### src/rtl/knn_topk_vote_if.sv
// rtl/knn_topk_vote_if.sv - sample/control bundle for the top-K neighbour voter
//
// Purpose : groups the start/sample handshake and the result outputs of
//           knn_topk_vote so the block can be connected with one port.
// Ports   : start, in_valid, in_distance, in_type, in_last (driver -> block)
//           in_ready, idle, inference_done, inferred_type (block -> driver)
// Modports: master = sample source / result sink, slave = knn_topk_vote.

interface knn_topk_vote_if #(
  parameter int DIST_W = 32,
  parameter int TYPE_W = 3
);
  logic              start;
  logic              in_valid;
  logic              in_ready;
  logic [DIST_W-1:0] in_distance;
  logic [TYPE_W-1:0] in_type;
  logic              in_last;
  logic              idle;
  logic              inference_done;
  logic [TYPE_W-1:0] inferred_type;

  modport master (
    output start, in_valid, in_distance, in_type, in_last,
    input  in_ready, idle, inference_done, inferred_type
  );

  modport slave (
    input  start, in_valid, in_distance, in_type, in_last,
    output in_ready, idle, inference_done, inferred_type
  );
endinterface

### src/rtl/knn_topk_vote.sv
// rtl/knn_topk_vote.sv - top-K nearest neighbour list with per-class vote
//
// Purpose : keeps the K closest samples of a training set in a sorted list
//           (one insertion per cycle), then scans every class once and
//           reports the class with the highest score.
// Ports   : clk  - clock, all state on the rising edge
//           rst  - asynchronous active-high reset
//           bus  - knn_topk_vote_if.slave (start, sample stream, idle,
//                  inference_done pulse, inferred_type)
// Options : KNN_WEIGHTED_VOTE_EN - when defined, the entry at rank r adds
//           K-r to its class score; otherwise every valid entry adds 1.

module knn_topk_vote #(
  parameter int K      = 8,
  parameter int DIST_W = 32,
  parameter int TYPE_W = 3
) (
  input  logic            clk,
  input  logic            rst,
  knn_topk_vote_if.slave  bus
);

  localparam int NCLS = 1 << TYPE_W;
`ifdef KNN_WEIGHTED_VOTE_EN
  localparam int MAX_SCORE = K * (K + 1) / 2;
`else
  localparam int MAX_SCORE = K;
`endif
  localparam int SCORE_W = $clog2(MAX_SCORE + 1);

  typedef enum logic [1:0] {S_IDLE, S_COLLECT, S_VOTE, S_DONE} state_t;

  state_t state, state_nx;

  logic [DIST_W-1:0]  ent_dist [K];
  logic [TYPE_W-1:0]  ent_type [K];
  logic [K-1:0]       ent_vld;

  logic [K-1:0]       lt;
  logic [K-1:0]       take_new;
  logic [K-1:0]       take_prev;
  logic               xfer;

  logic [TYPE_W-1:0]  cls;
  logic [SCORE_W-1:0] score;
  logic [SCORE_W-1:0] best_score;
  logic [TYPE_W-1:0]  best_type;
  logic [TYPE_W-1:0]  inferred_q;
  logic               last_cls;

  assign xfer     = bus.in_valid && bus.in_ready;
  assign last_cls = (cls == TYPE_W'(NCLS - 1));

  // State register
  always_ff @(posedge clk or posedge rst) begin
    if (rst) state <= S_IDLE;
    else     state <= state_nx;
  end

  // Next-state logic
  always_comb begin
    state_nx = state;
    case (state)
      S_IDLE:    if (bus.start) state_nx = S_COLLECT;
      S_COLLECT: if (xfer && bus.in_last) state_nx = S_VOTE;
      S_VOTE:    if (last_cls) state_nx = S_DONE;
      S_DONE:    state_nx = S_IDLE;
      default:   state_nx = S_IDLE;
    endcase
  end

  // Outputs
  always_comb begin
    bus.in_ready       = (state == S_COLLECT);
    bus.idle           = (state == S_IDLE);
    bus.inference_done = (state == S_DONE);
    bus.inferred_type  = inferred_q;
  end

  // Valid entries always form a sorted prefix, so lt[] is a thermometer:
  // zeros over entries the sample does not beat, ones from its slot onward.
  // The first set bit takes the new sample, every later set bit takes its
  // upper neighbour. An all-zero lt means the sample is discarded.
  always_comb begin
    for (int i = 0; i < K; i++) begin
      lt[i] = !ent_vld[i] || (bus.in_distance < ent_dist[i]);
    end
    take_prev = lt & (lt << 1);
    take_new  = lt & ~(lt << 1);
  end

  always_ff @(posedge clk or posedge rst) begin
    if (rst) begin
      ent_vld <= '0;
    end else if (state == S_IDLE && bus.start) begin
      ent_vld <= '0;
    end else if (xfer) begin
      if (take_new[0]) ent_vld[0] <= 1'b1;
      for (int i = 1; i < K; i++) begin
        if (take_new[i])       ent_vld[i] <= 1'b1;
        else if (take_prev[i]) ent_vld[i] <= ent_vld[i-1];
      end
    end
  end

  // Payload needs no reset: it is only ever read through ent_vld.
  always_ff @(posedge clk) begin
    if (xfer) begin
      if (take_new[0]) begin
        ent_dist[0] <= bus.in_distance;
        ent_type[0] <= bus.in_type;
      end
      for (int i = 1; i < K; i++) begin
        if (take_new[i]) begin
          ent_dist[i] <= bus.in_distance;
          ent_type[i] <= bus.in_type;
        end else if (take_prev[i]) begin
          ent_dist[i] <= ent_dist[i-1];
          ent_type[i] <= ent_type[i-1];
        end
      end
    end
  end

  // Score of the class currently being scanned
  always_comb begin
    score = '0;
    for (int r = 0; r < K; r++) begin
      if (ent_vld[r] && ent_type[r] == cls) begin
`ifdef KNN_WEIGHTED_VOTE_EN
        score = score + SCORE_W'(K - r);
`else
        score = score + SCORE_W'(1);
`endif
      end
    end
  end

  // Vote scan. The running best starts at class 0 with score 0 and only a
  // strictly greater score replaces it, so ties keep the lower class. The
  // final decision is folded in on the last scan cycle so inferred_type is
  // already valid while inference_done is high.
  always_ff @(posedge clk or posedge rst) begin
    if (rst) begin
      cls        <= '0;
      best_score <= '0;
      best_type  <= '0;
      inferred_q <= '0;
    end else if (state == S_COLLECT) begin
      cls        <= '0;
      best_score <= '0;
      best_type  <= '0;
    end else if (state == S_VOTE) begin
      cls <= cls + 1'b1;
      if (score > best_score) begin
        best_score <= score;
        best_type  <= cls;
      end
      if (last_cls) inferred_q <= (score > best_score) ? cls : best_type;
    end
  end

endmodule
### src/flat_wrapper.sv
// flat-port wrapper written by rule: the top's interface ports become plain ports
module knn_topk_vote_flat 
#(
  parameter int K      = 8,
  parameter int DIST_W = 32,
  parameter int TYPE_W = 3
)
  (clk, rst, bus_start, bus_in_valid, bus_in_distance, bus_in_type, bus_in_last, bus_in_ready, bus_idle, bus_inference_done, bus_inferred_type);
  knn_topk_vote_if #(.DIST_W(DIST_W), .TYPE_W(TYPE_W)) bus_i ();
  input  logic clk;
  input  logic rst;
  input wire logic [$bits(bus_i.start)-1:0] bus_start;
  input wire logic [$bits(bus_i.in_valid)-1:0] bus_in_valid;
  input wire logic [$bits(bus_i.in_distance)-1:0] bus_in_distance;
  input wire logic [$bits(bus_i.in_type)-1:0] bus_in_type;
  input wire logic [$bits(bus_i.in_last)-1:0] bus_in_last;
  output wire logic [$bits(bus_i.in_ready)-1:0] bus_in_ready;
  output wire logic [$bits(bus_i.idle)-1:0] bus_idle;
  output wire logic [$bits(bus_i.inference_done)-1:0] bus_inference_done;
  output wire logic [$bits(bus_i.inferred_type)-1:0] bus_inferred_type;
  assign bus_i.start = bus_start;
  assign bus_i.in_valid = bus_in_valid;
  assign bus_i.in_distance = bus_in_distance;
  assign bus_i.in_type = bus_in_type;
  assign bus_i.in_last = bus_in_last;
  assign bus_in_ready = bus_i.in_ready;
  assign bus_idle = bus_i.idle;
  assign bus_inference_done = bus_i.inference_done;
  assign bus_inferred_type = bus_i.inferred_type;
  knn_topk_vote #(.K(K), .DIST_W(DIST_W), .TYPE_W(TYPE_W)) u_core (.clk(clk), .rst(rst), .bus(bus_i));
endmodule
### config.mk
export PLATFORM = sky130hd
export DESIGN_NAME = knn_topk_vote_flat
export DESIGN_NICKNAME = d
export VERILOG_FILES = /design/src/rtl/knn_topk_vote_if.sv /design/src/rtl/knn_topk_vote.sv /design/src/flat_wrapper.sv
export SDC_FILE = /design/constraint.sdc
export NUM_CORES = 1
export LEC_CHECK = 0
export CORE_MARGIN = 1
export CORE_UTILIZATION = 61
export DETAILED_ROUTE_END_ITERATION = 10
export PLACE_DENSITY = 0.79
export SLEW_MARGIN = 10
export SYNTH_ARGS = -nofsm -noshare
export SYNTH_HDL_FRONTEND = slang
export SYNTH_SLANG_ARGS = --single-unit
### constraint.sdc
create_clock -name clk -period 6.13 [get_ports clk]
set_clock_uncertainty 0.15 [all_clocks]
set_input_delay 1.226 -clock clk [delete_from_list [all_inputs] [get_ports clk]]
set_output_delay 1.226 -clock clk [all_outputs]
set_load 0.05 [all_outputs]
======== After elaboration in Yosys (flattened, before gate mapping) ========
Memories as Yosys holds them, arrays and structs flattened.
Index checks and enable logic that the tools add are counted.
operators by class
  shifts and indexed selects .............. 0
  muxes and demuxes ....................... 103
  divide/modulo/power cells ............... 0
  reductions and logical operators ........ 50
  bitwise gates (word level) .............. 18
  equal/unequal tests ..................... 15
  multipliers ............................. 0
  $add $sub $neg .......................... 8
  order comparisons ....................... 9
operators by type and width
  operator             number
  $lt 32x32->1         8
  $mux 32              7
  $mux 1               68
  $mux 4               10
  $mux 3               12
  $add 4x1->4 const B  6
  $eq 3x3->1           8
  $reduce_bool 3->1    7
  $reduce_and 2->1     9
  $and 8x8->8          2
  $mux 8               2
  $or 1x1->1           14
  $logic_and 1x1->1    11
  $logic_not 1->1      8
  $logic_or 1x1->1     8
  $not 8->8            1
  $pmux 2 s4           1
  $reduce_bool 2->1    4
  $mux 2               3
  $reduce_and 3->1     2
  $eq 2x2->1 const B   2
  $gt 4x4->1           1
  $ne 2x2->1 const B   2
  $add 3x1->3 const B  1
  6 further kinds      6
word-level totals
  register bits after elaboration ......... 23
  memory bits (read-only) ................. 0
  logic and storage cells ................. 218
  latch bits .............................. 0
  RAM bits ................................ 280
  output and inout bits ................... 6
  memories kept ........................... 2
  input bits .............................. 40
memory list
  name             words  width  rd ports  clocked after Yosys merged registers in  write ports  RTL line             RTL
  u_core.ent_dist  8      32     8         0                                        8            knn_topk_vote.sv:35  logic [DIST_W-1:0] ent_dist [K];
  u_core.ent_type  8      3      8         0                                        8            knn_topk_vote.sv:36  logic [TYPE_W-1:0] ent_type [K];

======== Longest topological paths before layout ========
Gate-level depths: netlist (run 1).
An unclocked memory read counts as a cell.
  depth after elaboration ................. 22
  depth in mapped cells ................... 32
  gate-level depth less buffers ........... 31

======== Worst setup path after synthesis (run 1) ========
Ideal clock, no wire load.
  path type ............................... input-to-reg
  from .................................... input bus_in_distance[17]
  to ...................................... memory u_core.ent_dist[1][1], in the netlist u_core.ent_dist[0][33], data pin
  data arrival time ....................... 5307 ps
  path buffers ............................ 1
  data required time ...................... 5720 ps
  setup time .............................. 260 ps
  path slack .............................. 413 ps
  cell stages on the path ................. 11
  cells stage by stage .................... ha_1 > a21o_1 > a21o_1 > a21oi_1 > o21ai_0 > o31ai_1 > a41oi_1 > a21oi_1 > nand2_1 > clkbuf_1 > mux2_2
RTL lines
  what         RTL line             RTL
  from (decl)  flat_wrapper.sv:14   input wire logic [$bits(bus_i.in_distance)-1:0] bus_in_distance;
  to (decl)    knn_topk_vote.sv:35

======== Final worst setup path (run 1) ========
  from .................................... register u_core.cls[0]
  to ...................................... register u_core.best_score[1]
between the ends
  word-level cells in the longest chain between the ends .. 20
  elaborated cells between the ends (all ways) .. 37
  classes of those cells .................. add/sub: 7; order compare: 1; eq/ne: 8; mux: 11; reduce/logical: 10
RTL lines
  what                                                          RTL line              RTL
  from (decl)                                                   knn_topk_vote.sv:44   logic [TYPE_W-1:0] cls;
  from (signal assigned)                                        knn_topk_vote.sv:154  cls <= cls + 1'b1;
  $eq 3x3->1                                                    knn_topk_vote.sv:129  if (ent_vld[r] && ent_type[r] == cls) begin
  $logic_and 1x1->1                                             knn_topk_vote.sv:129
  $mux 1                                                        knn_topk_vote.sv:129
  $add 1x1->2                                                   knn_topk_vote.sv:133  score = score + SCORE_W'(1);
  $mux 4                                                        knn_topk_vote.sv:129
  $add 4x1->4                                                   knn_topk_vote.sv:133
  $mux 4                                                        knn_topk_vote.sv:129
  $add 4x1->4                                                   knn_topk_vote.sv:133
  [... 4 more ...]                                              -
  $mux 4                                                        knn_topk_vote.sv:129
  $add 4x1->4                                                   knn_topk_vote.sv:133
  $mux 4                                                        knn_topk_vote.sv:129
  $add 4x1->4                                                   knn_topk_vote.sv:133
  $mux 4 (*)                                                    knn_topk_vote.sv:129
  $gt 4x4->1 or $mux 4 (tied branches)                          knn_topk_vote.sv:155  if (score > best_score) begin
  $reduce_bool 2->1 (no source line) or $mux 4 (tied branches)  -
  $reduce_and 2->1 (no source line) or $mux 4 (tied branches)   -
  to (signal assigned)                                          knn_topk_vote.sv:156  best_score <= score;
  to (decl)                                                     knn_topk_vote.sv:46   logic [SCORE_W-1:0] best_score;
Mark *: on every way between the ends. The rest lies on a longest branch, timed or not. The select of a mux whose other input is x is not followed.
A chain may end at the register's enable or synchronous reset.

==> results of run 1 <==
==> final cells by class <==
cell class | count | area, um^2 | share of cell area [%]
Sequential cell | 303 | 8984 | 40.57
Inverter | 275 | 1032 | 4.661
Multi-Input combinational cell | 1030 | 9504 | 42.92
Tap cell | 402 | 503.0 | 2.271
Clock inverter | 19 | 198.9 | 0.8984
Clock buffer | 44 | 972.2 | 4.390
Timing Repair Buffer | 100 | 950.9 | 4.294
==> per-stage QoR <==
stage | instance area [um^2] | instances | hold WS [ns] | utilization [%] | setup slack [ns]
2_1_floorplan | 19600 | 1638 | 0.2997 | - | 0.4128
3_3_place_gp | 20970 | 2110 | 0.3213 | 66.46 | 0.6598
3_5_place_dp | 20970 | 2110 | 0.3347 | 66.46 | 0.3941
4_1_cts | 22140 | 2173 | 0.3476 | 70.17 | 0.3908
5_1_grt | 22150 | 2173 | 0.3715 | 70.18 | 0.09431
6_report | 22150 | 2173 | 0.3485 | 70.18 | 0.4939
==> power by group through the flow <==
stage / Clock [mW] / Sequential [mW] / Combinational (mW)
floorplan: 0 / 3.15 / 2.10
global placement: 0 / 3.18 / 2.86
detailed placement: 0 / 3.20 / 3.00
CTS: 2.16 / 3.17 / 3.03
global route: 2.24 / 3.21 / 3.33
finish: 2.14 / 3.17 / 3.03
==> layer usage <==
metal / share of wire, % / routed length (um)
met5: 0 / 0
met4: 2.5 / 1078
met3: 5.0 / 2175
met2: 50 / 21580
met1: 43 / 18620
==> worst max-delay path by stage <==
stage                                  endpoint  depth (start not counted)
2_1_floorplan  u_core.ent_dist[0][33]$_DFFE_PP_                         11
3_3_place_gp   u_core.best_score[2]$_DFFE_PP0P_                         25
3_5_place_dp   u_core.best_score[1]$_DFFE_PP0P_                         25
4_1_cts        u_core.best_score[1]$_DFFE_PP0P_                         25
5_1_grt         u_core.best_type[1]$_DFFE_PP0P_                         26
6_report       u_core.best_score[1]$_DFFE_PP0P_                         25
==> kinds of logic after synthesis <==
kind of cell / count (synthesis) / synth area share (%)
XOR/XNOR: 39 / 2.081
multiplexers: 251 / 14.40
adder cells (fa/ha/maj): 268 / 17.11
buffers and inverters: 305 / 6.001
AO/OA/AOI/OAI: 276 / 9.282
flip-flops: 303 / 45.83
AND/OR/NAND/NOR: 196 / 5.299
==> sequential cells by signal, summed over array words and instances, names as in the netlist <==
register                  count
u_core.ent_dist             256
u_core.best_score             4
u_core.state                  2
u_core.bus.inferred_type      3
u_core.cls                    3
u_core.ent_type              24
u_core.best_type              3
u_core.ent_vld                8
==> placed cells by master (no fill, tap or decap), drive strengths merged, types with 4 or more instances in the layout <==
cell,n
a211oi,9
buf,55
mux2,247
nand3,9
a211o,4
bufinv,4
a21o,95
o31ai,6
o21ai,43
and2,7
clkbuf,44
a21oi,77
a22o,5
o21a,4
nand2b,11
clkinv,12
xor2,10
ha,268
edfxtp,280
xnor2,28
dfrtp,23
nor3,7
nor2b,11
nor2,36
nand4,50
inv,275
mux2i,4
o211ai,4
nor4,7
nand2,49
clkdlybuf4s50,45
a31oi,8
==> worst reg2reg max path, stage by stage (launching register included) <==
cell and delay (ns):
sky130_fd_sc_hd__dfrtp_1 0.42, sky130_fd_sc_hd__xnor2_1 0.18, sky130_fd_sc_hd__nand4_1 0.17, sky130_fd_sc_hd__inv_1 0.12, sky130_fd_sc_hd__ha_1 0.31, sky130_fd_sc_hd__xor2_2 0.28, sky130_fd_sc_hd__inv_1 0.10, sky130_fd_sc_hd__ha_1 0.30
sky130_fd_sc_hd__and2_1 0.17, sky130_fd_sc_hd__o31ai_1 0.26, sky130_fd_sc_hd__xor2_1 0.17, sky130_fd_sc_hd__a21oi_1 0.08, sky130_fd_sc_hd__ha_1 0.29, sky130_fd_sc_hd__nor2_1 0.05, sky130_fd_sc_hd__a31oi_1 0.30, sky130_fd_sc_hd__ha_1 0.30
sky130_fd_sc_hd__mux2_2 0.29, sky130_fd_sc_hd__ha_1 0.31, sky130_fd_sc_hd__nor2b_1 0.13, sky130_fd_sc_hd__o21ai_0 0.16, sky130_fd_sc_hd__nand2b_1 0.07, sky130_fd_sc_hd__a21oi_1 0.14, sky130_fd_sc_hd__a41o_1 0.20, sky130_fd_sc_hd__inv_1 0.12
sky130_fd_sc_hd__o21ai_2 0.29, sky130_fd_sc_hd__a22o_1 0.20
==> what timing repair did <==
| item | in CTS | in global routing |
|---|---|---|
| hold endpoints to repair | 0 | 0 |
| gates resized for setup | 0 | 1 |
| setup buffers | 0 | 0 |
| setup endpoints to repair | 0 | 7 |
==> results.toml, run 1 <==
[power_and_ir_drop]
report.power.total_mw = 8.345
leakage_nw = 9.960
comb_power_share_pct = 36.3
power.ir.vdd_worst_uv = 198.3
power_switching_share_pct = 33.77
p_clk_share_pct = 25.7
power_switching_mw = 2.818
p_int_mw = 5.527
power_density_nw_per_um2 = 376.8
power.sequential.fraction_pct = 38.0

[sta]
period_share_pct = 91.94
hold_viol_final = 0
maxSlewHeadroom_pct = 27.02
timing.setup.tns_ns = 0
pin_slew_with_the_least_headroom_to_its_limit_ns = 1.091
final.min_clock_period_ns = 5.636
maxSlewViolCount = 0
setup_viol_count_final = 0
rsz0062_at_grt = "no"
clock.fmax_mhz = 177.4

[critical_path]
rr_startpoint = "u_core.cls[0]$_DFFE_PP0P_"
critical_path.startpoint = "u_core.cls[0]$_DFFE_PP0P_"
terminus_of_the_critical_flop_to_flop_path = "u_core.best_score[1]$_DFFE_PP0P_"
worstSetupPathType = "register to register"
cp.required_ns = 6.42
crit_path_end_kind = "register"
startpoint_type = "register"
critical_path.max_stage_delay_ns = 0.42
cpLargestDelayFamily = "compound AO/OA/AOI/OAI gates"
critPathMostFrequentCell = "sky130_fd_sc_hd__ha_1"
regToRegSetupSlack_ns = 0.49
rr_worst_depth = 25
critical-path-slowest-cell = "sky130_fd_sc_hd__dfrtp_1"
crit_buf_inv = 3
crit_arrival_ns = 5.93
path_max_fanout = 7

[placed_design]
gpl.final_weighted_congestion = 0.8733
detail_placement_hpwl_mm = 32.19
port_buffers = 45

[route]
detail_route.first_pass.iterations = 5
routed_via_density = 5.975
final_antenna_net_count = 0
drc_errors = 0
avgRoutedWirePerCell_um = 20.00
route.final.wire_length_mm = 43.45
detailroute.via_count = 12980
drtIter0Drc = 904

[logic_synthesis]
post_synth_inst_count = 1638
cell_accounting_for_the_most_synthesized_area = "sky130_fd_sc_hd__edfxtp_1"
synth_area_per_cell_um2 = 11.97
synth.ff_latch_count = 303
yosysTopAreaCellShare_pct = 42.90
synth_top_cells_by_area = "sky130_fd_sc_hd__edfxtp_1 (43%), sky130_fd_sc_hd__ha_1 (17%), sky130_fd_sc_hd__mux2_2 (14%), sky130_fd_sc_hd__inv_1 (5.3%), sky130_fd_sc_hd__a21o_1 (3.6%)"
mappedNetlistNets = 1946
yosys.cell_count.top_type = "sky130_fd_sc_hd__edfxtp_1"
yosysWarningCount = 0
postSynth.topFlopCell = "sky130_fd_sc_hd__edfxtp_1"
yosys.cell_types.count = 59
ys_async_sr_fraction_pct = 7.591
synth_edf_count = 280
netlist_area_um2 = 19600
fraction_of_the_yosys_area_taken_by_sequential_cells_pct = 45.83
synth_commonest_cells = "sky130_fd_sc_hd__edfxtp_1 (280), sky130_fd_sc_hd__inv_1 (275), sky130_fd_sc_hd__ha_1 (268), sky130_fd_sc_hd__mux2_2 (247), sky130_fd_sc_hd__a21o_1 (95)"

[layout]
final_net_count = 2053
area_growth_syn_to_layout_pct = 12.98
filler_cell_count = 2166
drive_above_1_share_pct = 21.80
antenna-diode-count = 0

[clock_network]
post_cts_hold_buffer_count = 0
cts-root-buf = "sky130_fd_sc_hd__clkbuf_16"
ctsHtreeMaxLevel = 2
tritoncts = "done"
cts.sinks = 303
cts-buffers-inserted = 35
cts.reportedPaths.clkPinSlew_ns = 0.06
worst_skew_pair.late_latency_ns = 0.52
clock_tree.buffer_depth = 3

[global_routing]
grt_remaining_overflow = 0
groute.layer.met2.usage_pct = 47.80
first_global_vias = 13640
grt_first_pass_wirelength_mm = 70.73
gr-max-usage-layer = "met2"
grt_util_met1_pct = 35.15
grt.total_usage_pct = 27.26
gr-usage-met3_pct = 3.548
antenna_found_initial = 0
pin_count_of_the_biggest_net_entering_global_routing = 37

[floorplan]
chipHeight_um = 181.3
floorplan.core_area_um2 = 31560
die_area_um2 = 32850
total_number_of_placement_rows = 65
die_w_um = 181.3
effective_utilization_at_floorplan_pct = 62.11
pin_count = 46

[hold_path]
holdPathEnd = "u_core.best_score[0]$_DFFE_PP0P_"
min_delay_path_depth = 2
min_path_type = "register to register"
hp-start = "u_core.best_score[0]$_DFFE_PP0P_"

[flow_run]
drv.max_cap_violation_count = 0

[status]
result_of_the_run = "completed"
No activity file was read; power rests on OpenSTA's default activity.
==> run 2: changes to the inputs <==
CTS_CLUSTER_SIZE = 14   (was not set)
==> results of run 2 <==
Final layout, timing and power as in run 1 (identical DEF).
==> run 3: changes to the inputs <==
--- a/config.mk
+++ b/config.mk
@@ -7,3 +7,3 @@
 export LEC_CHECK = 0
-export CORE_MARGIN = 1
+export CORE_MARGIN = 4
 export CORE_UTILIZATION = 61
--- a/constraint.sdc
+++ b/constraint.sdc
@@ -4,2 +4,2 @@
 set_output_delay 1.226 -clock clk [all_outputs]
-set_load 0.05 [all_outputs]
+set_load 0.02 [all_outputs]
==> run 3 against run 2 <==
  * Sequential power about the same
  * Die area increased by 6.7%
  * Register-to-register slack barely moved
  * Core utilization shrank 0.58 points
  * First-iteration DRC count grew 15%
  * Worst hold slack got worse by 0.013 ns
  * Sequential share of layout area rose by 0.23 points
  * Largest cell class unchanged
  * Highest routed layer unchanged
==> results.toml, run 3 (synthesis gave the netlist of run 1 again) <==
[route]
detail_route.first_pass.iterations = 5
detailroute.via_count = 12930
drc_errors = 0
routed_via_density = 5.960
avgRoutedWirePerCell_um = 20.38
route.final.wire_length_mm = 44.21
drtIter0Drc = 1037
final_antenna_net_count = 0

[layout]
drive_above_1_share_pct = 20.94
largest_register_ffs = 256
mostFrequentLayoutCell = "sky130_fd_sc_hd__edfxtp_1"
finalInstanceArea_um2 = 22020
antenna-diode-count = 0
area_growth_syn_to_layout_pct = 12.34
top_register = "u_core.ent_dist"
final_net_count = 2049
commonest_non_fill_non_tap_cells_in_the_layout = "sky130_fd_sc_hd__edfxtp_1 (280), sky130_fd_sc_hd__inv_1 (275), sky130_fd_sc_hd__ha_1 (268)"
finish.utilization_pct = 69.60
largest_registers = "u_core.ent_dist (256), u_core.ent_type (24), u_core.ent_vld (8)"
filler_cell_count = 2201

[power_and_ir_drop]
comb_power_share_pct = 36.4
report.power.total_mw = 8.124
power_density_nw_per_um2 = 369.0
power_switching_mw = 2.746
power.ir.vdd_worst_uv = 231.1
power_switching_share_pct = 33.80
p_int_mw = 5.378
leakage_nw = 9.886
p_clk_share_pct = 24.4
power.sequential.fraction_pct = 39.2

[clock_network]
tritoncts = "done"
post_cts_hold_buffer_count = 0
worst_skew_pair.late_latency_ns = 0.52
ctsHtreeMaxLevel = 2
cts-root-buf = "sky130_fd_sc_hd__clkbuf_16"
clock_tree.buffer_depth = 3
cts.sinks = 303
cts.repair.resized = 0
cts.reportedPaths.clkPinSlew_ns = 0.06
post_cts.repair.setup_buffers = 0
cts-buffers-inserted = 35

[floorplan]
chipHeight_um = 187.3
die_w_um = 187.3
total_number_of_placement_rows = 65
die_area_um2 = 35060
floorplan.core_area_um2 = 31640
pin_count = 46
effective_utilization_at_floorplan_pct = 61.95

[sta]
pin_slew_with_the_least_headroom_to_its_limit_ns = 0.9492
timing.setup.tns_ns = 0
maxSlewViolCount = 0
rsz0062_at_grt = "no"
maxSlewHeadroom_pct = 35.08
hold_viol_final = 0
clock.fmax_mhz = 177.4
period_share_pct = 91.94
final.min_clock_period_ns = 5.636
timing.hold.ws_ns = 0.3357
setup_viol_count_final = 0

[critical_path]
critical_path.startpoint = "u_core.cls[0]$_DFFE_PP0P_"
regToRegSetupSlack_ns = 0.49
worstSetupPathType = "register to register"
startpoint_type = "register"
endpoint = "u_core.best_score[2]$_DFFE_PP0P_"
rr_worst_depth = 25
path_max_fanout = 7
rr_startpoint = "u_core.cls[0]$_DFFE_PP0P_"
crit_path_end_kind = "register"
cp.required_ns = 6.43
crit_arrival_ns = 5.93
terminus_of_the_critical_flop_to_flop_path = "u_core.best_score[2]$_DFFE_PP0P_"

[placed_design]
dpl_cell_area_um2 = 20970
detail_placement_hpwl_mm = 31.77
port_buffers = 45
gpl.final_weighted_congestion = 0.8433

[global_routing]
pin_count_of_the_biggest_net_entering_global_routing = 37
first_global_vias = 13270
antenna_found_initial = 0
grt_remaining_overflow = 0
grt_first_pass_wirelength_mm = 71.12
grt.total_usage_pct = 25.05

[status]
result_of_the_run = "completed"

[flow_run]
drv.max_cap_violation_count = 0

[hold_path]
min_path_type = "register to register"
run 3: final cells by class:
class	instances	area, um^2	area share [%]
clock buffer	49	928.4	4.216
clock inverter	14	125.1	0.5682
timing repair buffer	96	945.9	4.296
multi-input combinational	1030	9500	43.15
tap	402	503.0	2.284
inverter	275	1032	4.688
sequential	303	8984	40.80
run 3: critical path, cell delays in order, from the launching register on:
cell and delay (ns):
sky130_fd_sc_hd__dfrtp_1 0.42, sky130_fd_sc_hd__xnor2_1 0.19, sky130_fd_sc_hd__nand4_1 0.16, sky130_fd_sc_hd__inv_1 0.12
sky130_fd_sc_hd__ha_1 0.31, sky130_fd_sc_hd__xor2_2 0.28, sky130_fd_sc_hd__inv_1 0.11, sky130_fd_sc_hd__ha_1 0.31
sky130_fd_sc_hd__and2_1 0.17, sky130_fd_sc_hd__o31ai_1 0.23, sky130_fd_sc_hd__xor2_1 0.17, sky130_fd_sc_hd__a21oi_1 0.08
sky130_fd_sc_hd__ha_1 0.29, sky130_fd_sc_hd__nor2_1 0.04, sky130_fd_sc_hd__a31oi_1 0.28, sky130_fd_sc_hd__ha_1 0.28
sky130_fd_sc_hd__mux2_2 0.27, sky130_fd_sc_hd__ha_1 0.29, sky130_fd_sc_hd__nor2b_1 0.13, sky130_fd_sc_hd__o21ai_0 0.13
sky130_fd_sc_hd__nand2b_1 0.07, sky130_fd_sc_hd__a21oi_1 0.14, sky130_fd_sc_hd__a41o_1 0.18, sky130_fd_sc_hd__inv_1 0.10
sky130_fd_sc_hd__o21ai_1 0.43, sky130_fd_sc_hd__a22o_1 0.22
run 3: power groups by stage:
stage	sequential (mW)	combinational, mW	clock, mW
after floorplan	3.13	2.07	0
after CTS	3.18	2.96	2.00
after global routing	3.22	3.27	2.09
final	3.18	2.96	1.98
after detailed placement	3.21	2.92	0
after global placement	3.19	2.81	0
run 3: metrics by stage:
step	setup slack (ns)	instances
6_report	0.4939	2169
5_1_grt	0.02203	2169
4_1_cts	0.5040	2169
3_5_place_dp	0.2152	2106
3_3_place_gp	0.2761	2106
2_1_floorplan	0.4128	1638
run 3: layer usage:
metal  global-route usage [%]  up-vias  wire (um)
met5                        0        -          0
li1                         -     6189          -
met1                    34.40     6354      19890
met2                    42.59      306      21260
met4                    6.712        0       1212
met3                    2.912       79       1846
run 3: worst min-delay path by stage:
| stage | cells past startpoint | from | endpoint |
|---|---|---|---|
| after global routing | 2 | u_core.best_type[1]$_DFFE_PP0P_ | u_core.best_type[1]$_DFFE_PP0P_ |
| after floorplan | 2 | u_core.best_type[1]$_DFFE_PP0P_ | u_core.best_type[1]$_DFFE_PP0P_ |
| after detailed placement | 2 | u_core.best_type[2]$_DFFE_PP0P_ | u_core.best_type[2]$_DFFE_PP0P_ |
| after global placement | 2 | u_core.best_type[2]$_DFFE_PP0P_ | u_core.best_type[2]$_DFFE_PP0P_ |
| final | 2 | u_core.best_type[2]$_DFFE_PP0P_ | u_core.best_type[2]$_DFFE_PP0P_ |
| after CTS | 2 | u_core.best_type[2]$_DFFE_PP0P_ | u_core.best_type[2]$_DFFE_PP0P_ |
==> variant 1, RTL diff (flow settings as in run 3) <==
`TYPE_W` is set to 3 in 3 places; all go to 2.
--- a/src/rtl/knn_topk_vote_if.sv
+++ b/src/rtl/knn_topk_vote_if.sv
@@ -8,7 +8,7 @@
 
 interface knn_topk_vote_if #(
   parameter int DIST_W = 32,
-  parameter int TYPE_W = 3
+  parameter int TYPE_W = 2
 );
   logic              start;
   logic              in_valid;
--- a/src/rtl/knn_topk_vote.sv
+++ b/src/rtl/knn_topk_vote.sv
@@ -13,7 +13,7 @@
 module knn_topk_vote #(
   parameter int K      = 8,
   parameter int DIST_W = 32,
-  parameter int TYPE_W = 3
+  parameter int TYPE_W = 2
 ) (
   input  logic            clk,
   input  logic            rst,
--- a/src/flat_wrapper.sv
+++ b/src/flat_wrapper.sv
@@ -3,7 +3,7 @@
 #(
   parameter int K      = 8,
   parameter int DIST_W = 32,
-  parameter int TYPE_W = 3
+  parameter int TYPE_W = 2
 )
   (clk, rst, bus_start, bus_in_valid, bus_in_distance, bus_in_type, bus_in_last, bus_in_ready, bus_idle, bus_inference_done, bus_inferred_type);
   knn_topk_vote_if #(.DIST_W(DIST_W), .TYPE_W(TYPE_W)) bus_i ();
Ports: changed (resized bus_in_type and bus_inferred_type); port bits go from 46 to 44. The function was not compared with the original's and may differ.
==> variant 1 against run 3 <==
Cell area shrank 1.9%; worst setup slack lost 0.054 ns; hold slack gained 0.021 ns; area after synthesis shrank 1.3%; routed wire length shrank 12%; power shrank 6.1%; count of clock-buffer cells in the layout shrank 4; cell count shrank 1.9%; sequential cell count shrank 11; largest power group unchanged.
==> variant 1: results (changes against run 3) <==
[outcome]
run_status = finished clean

[final_layout]
fill_cells = 2142  ; -2.7%
reg_top3 = u_core.ent_dist (256), u_core.ent_type (16), u_core.ent_vld (8)
final_nets = 2012  ; -1.8%
post_route_cells_drive_above_1_share_pct = 12.8  ; -8.1 points

[power]
swShare_pct = 33.2  ; -0.57 points
power.leakage_uw = 0.00969  ; -2.0%
peakVddDrop_mv = 0.264  ; +14%

[detailed_routing]
drt-initial-drc-count = 680  ; -34%
avgViaCountPerCell = 5.87  ; -1.5%
vias = 12500  ; -3.3%
route.final.wire_length_um = 38700  ; -12%

[critical_path]
cp.arrival_ns = 5.92  ; about the same
critPathTopFamily = compound AO/OA/AOI/OAI gates
path_max_fanout = 9  ; +2
worst_case_reg_to_reg_path_depth = 24  ; -4.0%
slowest_cell_delay_on_critical_path_ns = 0.41  ; -0.02 ns
critPathSlowestCell = sky130_fd_sc_hd__edfxtp_1

[place]
routabilityCongestion = 0.934  ; +11%
buffer_ports.inserted = 43  ; -4.4%
dp_hpwl_um = 30000  ; -5.7%
preCtsSetupSlack_ns = 0.124  ; -0.0909 ns
place.detailed.instances = 2066  ; -1.9%

[clock_tree]
cts.reportedPaths.clkPinSlew_ns = 0.06  ; about the same
clock_tree.buffer_depth = 3  ; unchanged
numCtsBuffers = 34  ; -2.9%

[global_routing]
grt_util_all_layers_pct = 22.9  ; -2.1 points
grt_pass1_wl_um = 64100  ; -9.9%
grt_start_max_net_pins = 36  ; -2.7%
first_global_vias = 13000  ; -2.3%

[sta]
max-slew-margin-rel_pct = 32.9  ; -2.2 points
setup_violations = 0  ; unchanged

[yosys]
syn_nets = 1909  ; -1.9%
synth.cells.most_frequent = sky130_fd_sc_hd__edfxtp_1 (272), sky130_fd_sc_hd__inv_1 (268), sky130_fd_sc_hd__ha_1 (267), sky130_fd_sc_hd__mux2_1 (149), sky130_fd_sc_hd__a21o_1 (75)
synth_cell_type_count = 69  ; +17%
avgSynthCellArea_um2 = 12.1  ; +0.81%
synth-async-reset-ratio_pct = 6.85  ; -0.74 points
share_of_the_yosys_chip_area_belonging_to_registers_pct = 44.8  ; -1.0 points
count_of_flip_flops_with_a_built_in_enable_after_synthesis = 272  ; -2.9%
synthTopCellsByArea = sky130_fd_sc_hd__edfxtp_1 (42%), sky130_fd_sc_hd__ha_1 (17%), sky130_fd_sc_hd__mux2_1 (8.7%), sky130_fd_sc_hd__inv_1 (5.2%), sky130_fd_sc_hd__mux2_2 (3.6%)

[variant 1: cell types whose count changed in the layout (fill, tap and decap cells not counted), moves of 8 or more]
| cell | delta |
|---|---|
| sky130_fd_sc_hd__mux2_2 | -185 |
| sky130_fd_sc_hd__mux2_1 | +149 |
| sky130_fd_sc_hd__mux2_4 | +30 |
| sky130_fd_sc_hd__a21o_1 | -20 |
| sky130_fd_sc_hd__a21oi_1 | -17 |
| sky130_fd_sc_hd__buf_4 | +9 |
| sky130_fd_sc_hd__a211oi_1 | +8 |
| sky130_fd_sc_hd__edfxtp_1 | -8 |
| sky130_fd_sc_hd__o21a_1 | +8 |
[variant 1: power by group through the flow]
stage | clock network (µW) | logic [µW] | registers (µW)
6_report | 1960 | 2720 | 2950
5_1_grt | 2070 | 3050 | 2990
3_3_place_gp | 0 | 2570 | 2970
2_1_floorplan | 0 | 2040 | 2930
4_1_cts | 1990 | 2710 | 2950
3_5_place_dp | 0 | 2690 | 2990
[variant 1: metrics by stage]
stage	util, %	area (µm²)	hold slack (ns)
5_1_grt	69.9	21600	0.376
3_3_place_gp	66.3	20500	0.328
4_1_cts	69.8	21600	0.352
6_report	69.9	21600	0.356
2_1_floorplan	-	19300	0.300
3_5_place_dp	66.3	20500	0.342
[variant 1: final timing paths]
check | startpoint | end | slack [ns]
max | u_core.ent_type[0][1]$_DFFE_PP_ | u_core.best_type[0]$_DFFE_PP0P_ | 0.44
min | u_core.best_score[0]$_DFFE_PP0P_ | u_core.best_score[0]$_DFFE_PP0P_ | 0.36
max in group asynchronous | rst | u_core.best_score[2]$_DFFE_PP0P_ | 4.21
min reg2reg | u_core.best_score[0]$_DFFE_PP0P_ | u_core.best_score[0]$_DFFE_PP0P_ | 0.36
max reg2reg | u_core.ent_type[0][1]$_DFFE_PP_ | u_core.best_type[0]$_DFFE_PP0P_ | 0.44
min in group asynchronous | rst | u_core.cls[1]$_DFFE_PP0P_ | 1.05
[variant 1: logic make-up after synthesis]
kind of cell | synth area share (%)
DFF | 44.8
muxes | 14.8
adders and majority gates | 17.3
xor gates and xnor gates | 1.68
and+or+nand+nor | 5.55
AOI/OAI and AO/OA | 9.45
buffers and inverters | 6.39
[variant 1: final cells by class]
type | instances | share of cell area, %
Clock inverter | 17 | 0.707
Clock buffer | 45 | 4.32
Multi-Input combinational cell | 1013 | 43.9
Tap cell | 396 | 2.29
Inverter | 269 | 4.68
Timing Repair Buffer | 96 | 3.95
Sequential cell | 292 | 40.1
[variant 1: routing by layer]
metal	up-vias	track usage (%)	wire (µm)
met5	-	0	0
met2	267	38.4	18100
li1	6102	-	-
met1	6053	31.3	17800
met4	0	6.94	1070
met3	76	3.19	1760
[variant 1: repair_timing]
action	CTS	global route
setup endpoints to repair	0	6
gates resized for setup	0	4
endpoints found under the hold margin	0	0
==> variant 2, RTL diff (config.mk and constraints of run 3) <==
Without the edit above. The 4 states of `state_t` get a one-hot encoding in 4 bits.
--- a/src/rtl/knn_topk_vote.sv
+++ b/src/rtl/knn_topk_vote.sv
@@ -28,7 +28,7 @@
 `endif
   localparam int SCORE_W = $clog2(MAX_SCORE + 1);
 
-  typedef enum logic [1:0] {S_IDLE, S_COLLECT, S_VOTE, S_DONE} state_t;
+  typedef enum logic [3:0] {S_IDLE = 4'b0001, S_COLLECT = 4'b0010, S_VOTE = 4'b0100, S_DONE = 4'b1000} state_t;
 
   state_t state, state_nx;
 
Check against the original RTL: same outputs for any inputs over 10 cycles, from zero or initial values and one cycle with rst high; not proved beyond that.
==> variant 2 against run 3 <==
Routed wire length shrank 0.11%; power shrank 23%; critical path type unchanged; hold slack gained 0.025 ns; worst setup slack lost 0.062 ns; cell area grew 0.99%; largest cell class unchanged; area after synthesis grew 1.2%; sequential cell count grew 2.
==> variant 2: results (changes against run 3) <==
[outcome]
run_status = finished clean

[power]
power.internal_uw = 4430  ; -18%
power_combinational_uw = 1570  ; -47%
clock_power_share_pct = 31.4  ; +7.0 points
peakVddDrop_mv = 0.205  ; -11%
power.leakage_uw = 0.00985  ; -0.34%
power_frac_seq_pct = 43.7  ; +4.5 points

[sta]
period_needed_ns = 5.70  ; +0.0624 ns
worst-slew-pin-transition_ns = 1.05  ; +0.0969 ns

[final_layout]
post_route_cells_drive_above_1_share_pct = 20.7  ; -0.21 points
clkbuf_count = 47  ; -4.1%
layout.nonclk_buf_share_pct = 4.11  ; -0.19 points
nonClockInverterCount = 271  ; -1.5%
finish.utilization_pct = 69.9  ; +0.33 points
fill_cells = 2234  ; +1.5%
n_multi_input_combinational_cell = 1049  ; +1.8%
seq_area_share_pct = 40.6  ; -0.17 points
clockNetworkAreaShare_pct = 4.70  ; -0.087 points

[floorplanning]
floorplan.die_area_mm2 = 0.0355  ; +1.1%

[clock_tree]
cts-resized-gates = 1  ; +1
cts_num_sinks = 305  ; +0.66%

[place]
routabilityCongestion = 0.971  ; +15%
dp_hpwl_um = 32700  ; +3.0%
preCtsSetupSlack_ns = 0.0376  ; -0.178 ns

[yosys]
synthTopCellsByArea = sky130_fd_sc_hd__edfxtp_1 (42%), sky130_fd_sc_hd__ha_1 (17%), sky130_fd_sc_hd__mux2_2 (14%), sky130_fd_sc_hd__inv_1 (5.1%), sky130_fd_sc_hd__a21o_1 (3.7%)
yosys.area_share.adder_pct = 16.6  ; -0.51 points
synth.cells.most_frequent = sky130_fd_sc_hd__edfxtp_1 (280), sky130_fd_sc_hd__inv_1 (271), sky130_fd_sc_hd__ha_1 (263), sky130_fd_sc_hd__mux2_2 (241), sky130_fd_sc_hd__a21o_1 (97)
synth-async-reset-ratio_pct = 8.20  ; +0.61 points
xor_and_xnor_area_share_after_synthesis_pct = 2.16  ; +0.083 points
share_of_the_yosys_chip_area_belonging_to_registers_pct = 45.6  ; -0.27 points
syn_nets = 1960  ; +0.72%

[detailed_routing]
drt-initial-drc-count = 707  ; -32%
route.final.wire_length_um = 44200  ; -0.11%

[global_routing]
grt_use_met3_pct = 3.71  ; +0.79 points
first_global_vias = 14300  ; +8.1%
grt_util_all_layers_pct = 25.0  ; about the same

[critical_path]
slowest_cell_delay_on_critical_path_ns = 0.41  ; -0.02 ns

[variant 2: path summary, 6_finish.rpt]
kind	cells after the start	start	end	slack (ns)
min in group asynchronous	2	rst	u_core.state[3]$_DFFE_PP0P_	1.12
max in group asynchronous	2	rst	u_core.cls[2]$_DFFE_PP0P_	4.07
worst min register to register	1	u_core.best_type[2]$_DFFE_PP0P_	u_core.best_type[2]$_DFFE_PP0P_	0.36
worst max register to register	29	u_core.cls[0]$_DFFE_PP0P_	u_core.best_score[3]$_DFFE_PP0P_	0.43
worst min-delay path	1	u_core.best_type[2]$_DFFE_PP0P_	u_core.best_type[2]$_DFFE_PP0P_	0.36
worst max-delay path	29	u_core.cls[0]$_DFFE_PP0P_	u_core.best_score[3]$_DFFE_PP0P_	0.43
[variant 2: metal layers]
| metal | vias to the layer above | wire (µm) |
|---|---|---|
| met5 | - | 0 |
| met4 | 0 | 2020 |
| met3 | 134 | 2300 |
| met2 | 351 | 23200 |
| met1 | 6513 | 16600 |
| li1 | 6296 | - |
